`config.mk`:
```
export PLATFORM = sky130hd
export DESIGN_NAME = adder_pipe
export DESIGN_NICKNAME = d
export VERILOG_FILES = /design/src/rtl/adder_pipe.sv
export SDC_FILE = /design/constraint.sdc
export NUM_CORES = 1
export LEC_CHECK = 0
export CAP_MARGIN = 20
export CORE_UTILIZATION = 43
export DETAILED_ROUTE_END_ITERATION = 8
export HOLD_SLACK_MARGIN = 0.06
export SLEW_MARGIN = 20
export SYNTH_ARGS = -nofsm -noshare
export SYNTH_HDL_FRONTEND = slang
export SYNTH_SLANG_ARGS = --single-unit
```
`constraint.sdc`:
```
create_clock -name clk -period 7.9 [get_ports clk]
set_input_delay 0.79 -clock clk [delete_from_list [all_inputs] [get_ports clk]]
set_output_delay 0.79 -clock clk [all_outputs]
set_load 0.05 [all_outputs]
```
`src/rtl/adder_pipe.sv`:
```
// -----------------------------------------------------------------------------
// adder_pipe
//
// Pipelined add/subtract unit. An n-bit operation is split into k-bit chunks
// and each pipeline stage adds one chunk, passing its carry to the next stage.
// One operation per cycle is accepted under a valid/ready handshake, and the
// whole pipeline stalls together under backpressure.
//
// Parameters:
//   n  operand/result width (default 32)
//   k  chunk width per stage (default 8). n must be a multiple of k.
//      k == n gives a single-stage registered adder.
//
// Ports:
//   clk        clock, all state updates on the rising edge
//   rst        asynchronous active-high reset
//   in_valid   A, B, sub carry an operation this cycle
//   in_ready   unit accepts an operation this cycle
//   A, B       operands
//   sub        0: C = A + B, 1: C = A - B
//   out_valid  C, cout, ovf carry a result
//   out_ready  consumer takes the result this cycle
//   C          result
//   cout       carry out of bit n-1 (subtract: 1 = no borrow)
//   ovf        two's-complement signed overflow
//
// Build option:
//   ADDER_PIPE_SAT_EN  when defined, C saturates to the signed limit whose
//                      sign matches A whenever ovf is set. cout and ovf still
//                      describe the unsaturated result. When undefined, C
//                      wraps modulo 2^n.
// -----------------------------------------------------------------------------
module adder_pipe #(
    parameter int n = 32,
    parameter int k = 8
) (
    input  logic         clk,
    input  logic         rst,
    input  logic         in_valid,
    output logic         in_ready,
    input  logic [n-1:0] A,
    input  logic [n-1:0] B,
    input  logic         sub,
    output logic         out_valid,
    input  logic         out_ready,
    output logic [n-1:0] C,
    output logic         cout,
    output logic         ovf
);

    localparam int STAGES = n / k;

    if ((k < 1) || (n % k != 0)) begin : g_param_err
        $error("adder_pipe: n (%0d) must be a positive multiple of k (%0d)", n, k);
    end

    // Single advance enable for the whole pipeline: everything moves together
    // or everything holds, so bubbles and data shift alike.
    logic en;
    assign en       = !out_valid || out_ready;
    assign in_ready = en;

    // Each stage s register holds:
    //   v_q  valid bit
    //   w_q  result chunks 0..s in the low bits, untouched A chunks above
    //   c_q  carry out of chunk s
    //   b_q  B' chunks still to be consumed (absent in the last stage)
    for (genvar s = 0; s < STAGES; s++) begin : g_stage
        localparam int BW = n - s * k;  // B' bits still travelling at entry

        logic          v_in;
        logic [n-1:0]  w_in;
        logic [BW-1:0] b_in;
        logic          c_in;
        logic [k:0]    chunk_sum;
        logic [n-1:0]  w_nxt;

        logic          v_q;
        logic [n-1:0]  w_q;
        logic          c_q;

        if (s == 0) begin : g_first
            // Subtraction is A + ~B + 1: invert B and feed sub as carry-in.
            assign v_in = in_valid && en;
            assign w_in = A;
            assign b_in = sub ? ~B : B;
            assign c_in = sub;
        end else begin : g_next
            assign v_in = g_stage[s-1].v_q;
            assign w_in = g_stage[s-1].w_q;
            assign b_in = g_stage[s-1].g_mid.b_q;
            assign c_in = g_stage[s-1].c_q;
        end

        assign chunk_sum = {1'b0, w_in[s*k +: k]} + {1'b0, b_in[k-1:0]} + {{k{1'b0}}, c_in};

        always_comb begin
            w_nxt            = w_in;
            w_nxt[s*k +: k]  = chunk_sum[k-1:0];
        end

        if (s == STAGES - 1) begin : g_last
            logic         msb_cin;
            logic         ovf_nxt;
            logic [n-1:0] c_nxt;
            logic         ovf_q;

            // Carry into the MSB is recovered from the MSB sum bit:
            // sum = a ^ b ^ cin  =>  cin = sum ^ a ^ b.
            assign msb_cin = w_nxt[n-1] ^ w_in[n-1] ^ b_in[BW-1];
            assign ovf_nxt = msb_cin ^ chunk_sum[k];

`ifdef ADDER_PIPE_SAT_EN
            // w_in[n-1] is still the original A sign bit at this point.
            assign c_nxt = ovf_nxt ? {w_in[n-1], {(n-1){~w_in[n-1]}}} : w_nxt;
`else
            assign c_nxt = w_nxt;
`endif

            // NOTE: sequential state uses non-blocking assignments so every
            // stage samples the previous stage's value from before the edge.
            // NOTE: data registers are reset too, not only valid bits, because
            // C/cout/ovf are driven straight from them and must read 0 in reset.
            always_ff @(posedge clk or posedge rst) begin
                if (rst) begin
                    v_q   <= 1'b0;
                    w_q   <= '0;
                    c_q   <= 1'b0;
                    ovf_q <= 1'b0;
                end else if (en) begin
                    v_q   <= v_in;
                    w_q   <= c_nxt;
                    c_q   <= chunk_sum[k];
                    ovf_q <= ovf_nxt;
                end
            end
        end else begin : g_mid
            logic [BW-k-1:0] b_q;

            always_ff @(posedge clk or posedge rst) begin
                if (rst) begin
                    v_q <= 1'b0;
                    w_q <= '0;
                    c_q <= 1'b0;
                    b_q <= '0;
                end else if (en) begin
                    v_q <= v_in;
                    w_q <= w_nxt;
                    c_q <= chunk_sum[k];
                    b_q <= b_in[BW-1:k];
                end
            end
        end
    end

    assign out_valid = g_stage[STAGES-1].v_q;
    assign C         = g_stage[STAGES-1].w_q;
    assign cout      = g_stage[STAGES-1].c_q;
    assign ovf       = g_stage[STAGES-1].g_last.ovf_q;

endmodule

```
[Word level (Yosys, flattened, before mapping)]
Index checks and enable logic that the tools add are counted.
Storage, ports and cells
  flip-flop bits (word level): 185
  input bits: 69
  output and inout port bits: 36
  logic and storage cells: 32
Operators by class
  $add $sub $neg: 8
  mux-type cells: 1
  bitwise gates (word level): 4
  reductions and logical operators: 3
Operator list (count)
  8-bit by 8-bit adder with 9-bit output: 4
  9-bit by 1-bit adder with 9-bit output: 4
  32-bit two-way mux: 1
  32-bit inverter: 1
  1-bit XOR: 3
  1-bit logical AND: 1
  1-bit logical NOT: 1
  1-bit logical OR: 1

[Logic depth before layout (Yosys ltp)]
  depth after elaboration: 5
  depth in mapped cells: 11
  depth with buffers taken out: 9

[Worst setup path after synthesis]
Ideal clock, no wire load.
  path kind: input to register
  start point: input port sub
  end point: register g_stage[0].w_q[6]
  setup time: 120 ps
  data arrival time: 2597 ps
  data required time: 7780 ps
  path slack: 5183 ps
  stages: 10
  buffers on the path: 2
  cells stage by stage: buf_6 buf_2 xor2_1 ha_1 nor2b_1 o21ai_1 a21boi_1 o21a_1 or3_1 a31o_1
Between the ends
  longest elaborated chain between the ends: 3
RTL lines
  start, declared: line 43  | input logic sub,
  32-bit two-way mux: line 86  | assign b_in = sub ? ~B : B;
  8-bit by 8-bit adder with 9-bit output: line 95  | assign chunk_sum = {1'b0, w_in[s*k +: k]} + {1'b0, b_in[k-1:0]} + {{k{1'b0}}, c_in};
  9-bit by 1-bit adder with 9-bit output *: line 95
  end signal, assigned: line 148  | w_q <= w_nxt;
  end, declared: line 79  | logic [n-1:0] w_q;
Every way passes the cells marked *; elsewhere a longest branch is shown, timed or not.
A chain may end at the register's enable or synchronous reset.

[Worst setup path after layout]
  start point: input port out_ready
  end point: output port in_ready
Between the ends
  longest elaborated chain between the ends: 1
RTL lines
  start, declared: line 45  | input logic out_ready,
  1-bit logical OR: line 60  | assign en = !out_valid || out_ready;
  end, declared: line 40  | output logic in_ready,
Every way passes these cells.

==> flow_summary.json <==
{
  "cts_tree": "done",
  "drtIter0Drc": 347,
  "grt_max_degree": 208,
  "max_slew_margin_pct": 38.7,
  "cts_buffer_depth": 2,
  "grt_pass1_wl_um": 27700,
  "critical_path_arrival_ns": 3.35,
  "globalplace.congestion": 0.768,
  "first_pass_iters": 4,
  "postCtsResizedCells": 0,
  "htree_levels": 4,
  "synth.distinct_cells": 44,
  "power_density_mw_per_mm2": 417,
  "core_region_area_mm2": 0.0188,
  "first_global_vias": 5753,
  "wl_per_cell_um": 12.5,
  "layout_setup_ws_ns": 3.76,
  "path_max_fanout": 207,
  "dp_hpwl_um": 10000,
  "finalMaxSlewViolations": 0,
  "fin_cells": 1268,
  "die_h_um": 141,
  "initial_core_util_pct": 44.1,
  "antenna_cells": 0,
  "vias": 5884,
  "final_common_cell": "nand2_1",
  "final_nets": 1099,
  "synthArstFlopShare_pct": 100,
  "path_class": "in2out",
  "rsz0062_at_grt": "false",
  "drive_gt1_share_pct": 4.37,
  "fin_worst_skew_ns": 0.00969,
  "maxCapViolations": 0,
  "routed_wl_um": 15900,
  "clk_pin_slew_ns": 0.06,
  "status": "completed",
  "drc": 0,
  "min-delay-path-class": "reg2reg",
  "synth.top_cell.area_share_pct": 55.7,
  "fmax_ghz": 0.242,
  "min_period_over_period_pct": 52.4,
  "hold_violations": 0,
  "final_cell_mix": "nand2_1 (418), dfrtp_1 (185), clkdlybuf4s50_1 (103)",
  "dieArea_mm2": 0.0199,
  "cts_sinks": 185,
  "numCtsBuffers": 17,
  "placed_cells": 1236,
  "whs_ns": 0.463,
  "synth_top_area_cell": "dfrtp_1",
  "peakVddDrop_mv": 0.196,
  "ctsHoldBuffers": 0,
  "dpl_worst_slack_ns": 3.68,
  "finalPower_mw": 4.23,
  "fin_crit_ns": 4.14,
  "tightest_slew_ns": 0.920,
  "cp-start-kind": "primary input",
  "power.leakage_nw": 4.92,
  "fillCellCount": 1767,
  "endpoint_kind": "output pin",
  "die_w_um": 141,
  "syn_area_mm2": 0.00831,
  "drtAntennaViolNets": 0,
  "syn-num-nets": 1017,
  "syn_area_per_cell_um2": 9.10,
  "ios": 105,
  "port_buffers": 104,
  "overflow": 0,
  "avgViaCountPerCell": 4.64,
  "ys_warn_count": 0,
  "setup_viol": 0,
  "rows": 50,
  "timing.setup.tns_ns": 0,
  "clock-root-buffer": "clkbuf_16",
  "synth_cells": 913,
  "ys_ff_latch": 185,
  "syn_to_final_growth_pct": 21.9,
  "synth_seq_area_share_pct": 55.7,
  "antenna_found_initial": 0,
  "synth_edf_count": 0,
  "synthTopCellsByArea": "dfrtp_1 (56%), nand2_1 (19%), ha_1 (4.2%)",
  "crit_required_ns": 7.11,
  "cts_setup_buffers": 0,
  "synthFlopType": "dfrtp_1",
  "reg2reg_slack_ns": 5.15,
  "clock_latency_ns": 0.43,
  "grt_use_total_pct": 17.5
}
## layout make-up
class,count,area [um2],area share [%]
Clock buffer,21,470,4.64
Clock inverter,11,111,1.10
Inverter,18,80.1,0.791
Multi-Input combinational cell,665,3430,33.9
Sequential cell,185,4630,45.7
Tap cell,260,325,3.21
Timing Repair Buffer,108,1080,10.6
## per-stage QoR
step | utilization, % | cell area, um2
CTS | 53.8 | 10100
finish | 53.8 | 10100
floorplan | - | 8310
global route | 53.8 | 10100
global placement | 50.7 | 9550
detailed placement | 50.7 | 9550
## critical path, stage by stage
cell and delay, ns:
clkdlybuf4s50_1 0.44, nor2b_4 0.14, buf_12 0.58, inv_4 0.49, clkdlybuf4s50_1 0.83
## registers in the layout, summed over array words and instances (netlist names)
register / count
g_stage.w_q: 96
C: 32
out_valid: 1
cout: 1
ovf: 1
g_stage.g_mid.b_q: 48
g_stage.c_q: 3
g_stage.v_q: 3
## metal layers
metal	share of wire, %	vias up	wire (um)	global-route usage [%]
met5	0	-	0	0
met4	1.1	0	173	5.66
met3	2.7	16	435	3.84
met2	46	78	7320	27.4
met1	50	2718	7970	24.3
li1	-	3072	-	-
## Yosys cell counts, types with 4 or more instances
master and count:
o21ai_1 48, a21oi_1 25, clkbuf_1 36, fa_1 7
xor2_1 15, o21a_1 4, nor3_1 5, a21o_1 6
inv_1 15, xnor2_1 34, o21ai_0 4, or3_1 7
o31ai_1 4, nor2b_1 4, buf_2 5, ha_1 28
dfrtp_1 185, nor2_1 21, nand2_1 418
## final timing paths
kind,startpoint,end,depth (start not counted)
max reg2reg,out_valid,g_stage[0].c_q,6
min reg2reg,g_stage[2].v_q,out_valid,1
min in group asynchronous,rst,C[3],2
min,g_stage[2].v_q,out_valid,1
max in group asynchronous,rst,g_stage[1].w_q[19],3
max,out_ready,in_ready,5
## kinds of logic (layout without fill, tap and decap cells)
| logic type | Yosys count | after routing | synth area share [%] |
|---|---|---|---|
| xor gates and xnor gates | 49 | 49 | 5.17 |
| DFF | 185 | 185 | 55.7 |
| buffers and inverters | 63 | 158 | 3.04 |
| muxes | 1 | 1 | 0.120 |
| adders and majority gates | 35 | 35 | 5.90 |
| and+or+nand+nor | 469 | 469 | 22.1 |
| AOI/OAI and AO/OA | 111 | 111 | 7.97 |
## power by group
group	total [mW]	switching, mW	leakage, nW	internal [mW]
clock network	0.837	0.371	0.281	0.466
registers	1.60	0.232	2.23	1.37
logic	1.78	1.08	2.41	0.699
total	4.23	1.69	4.92	2.54
No activity file was read; power rests on OpenSTA's default activity.
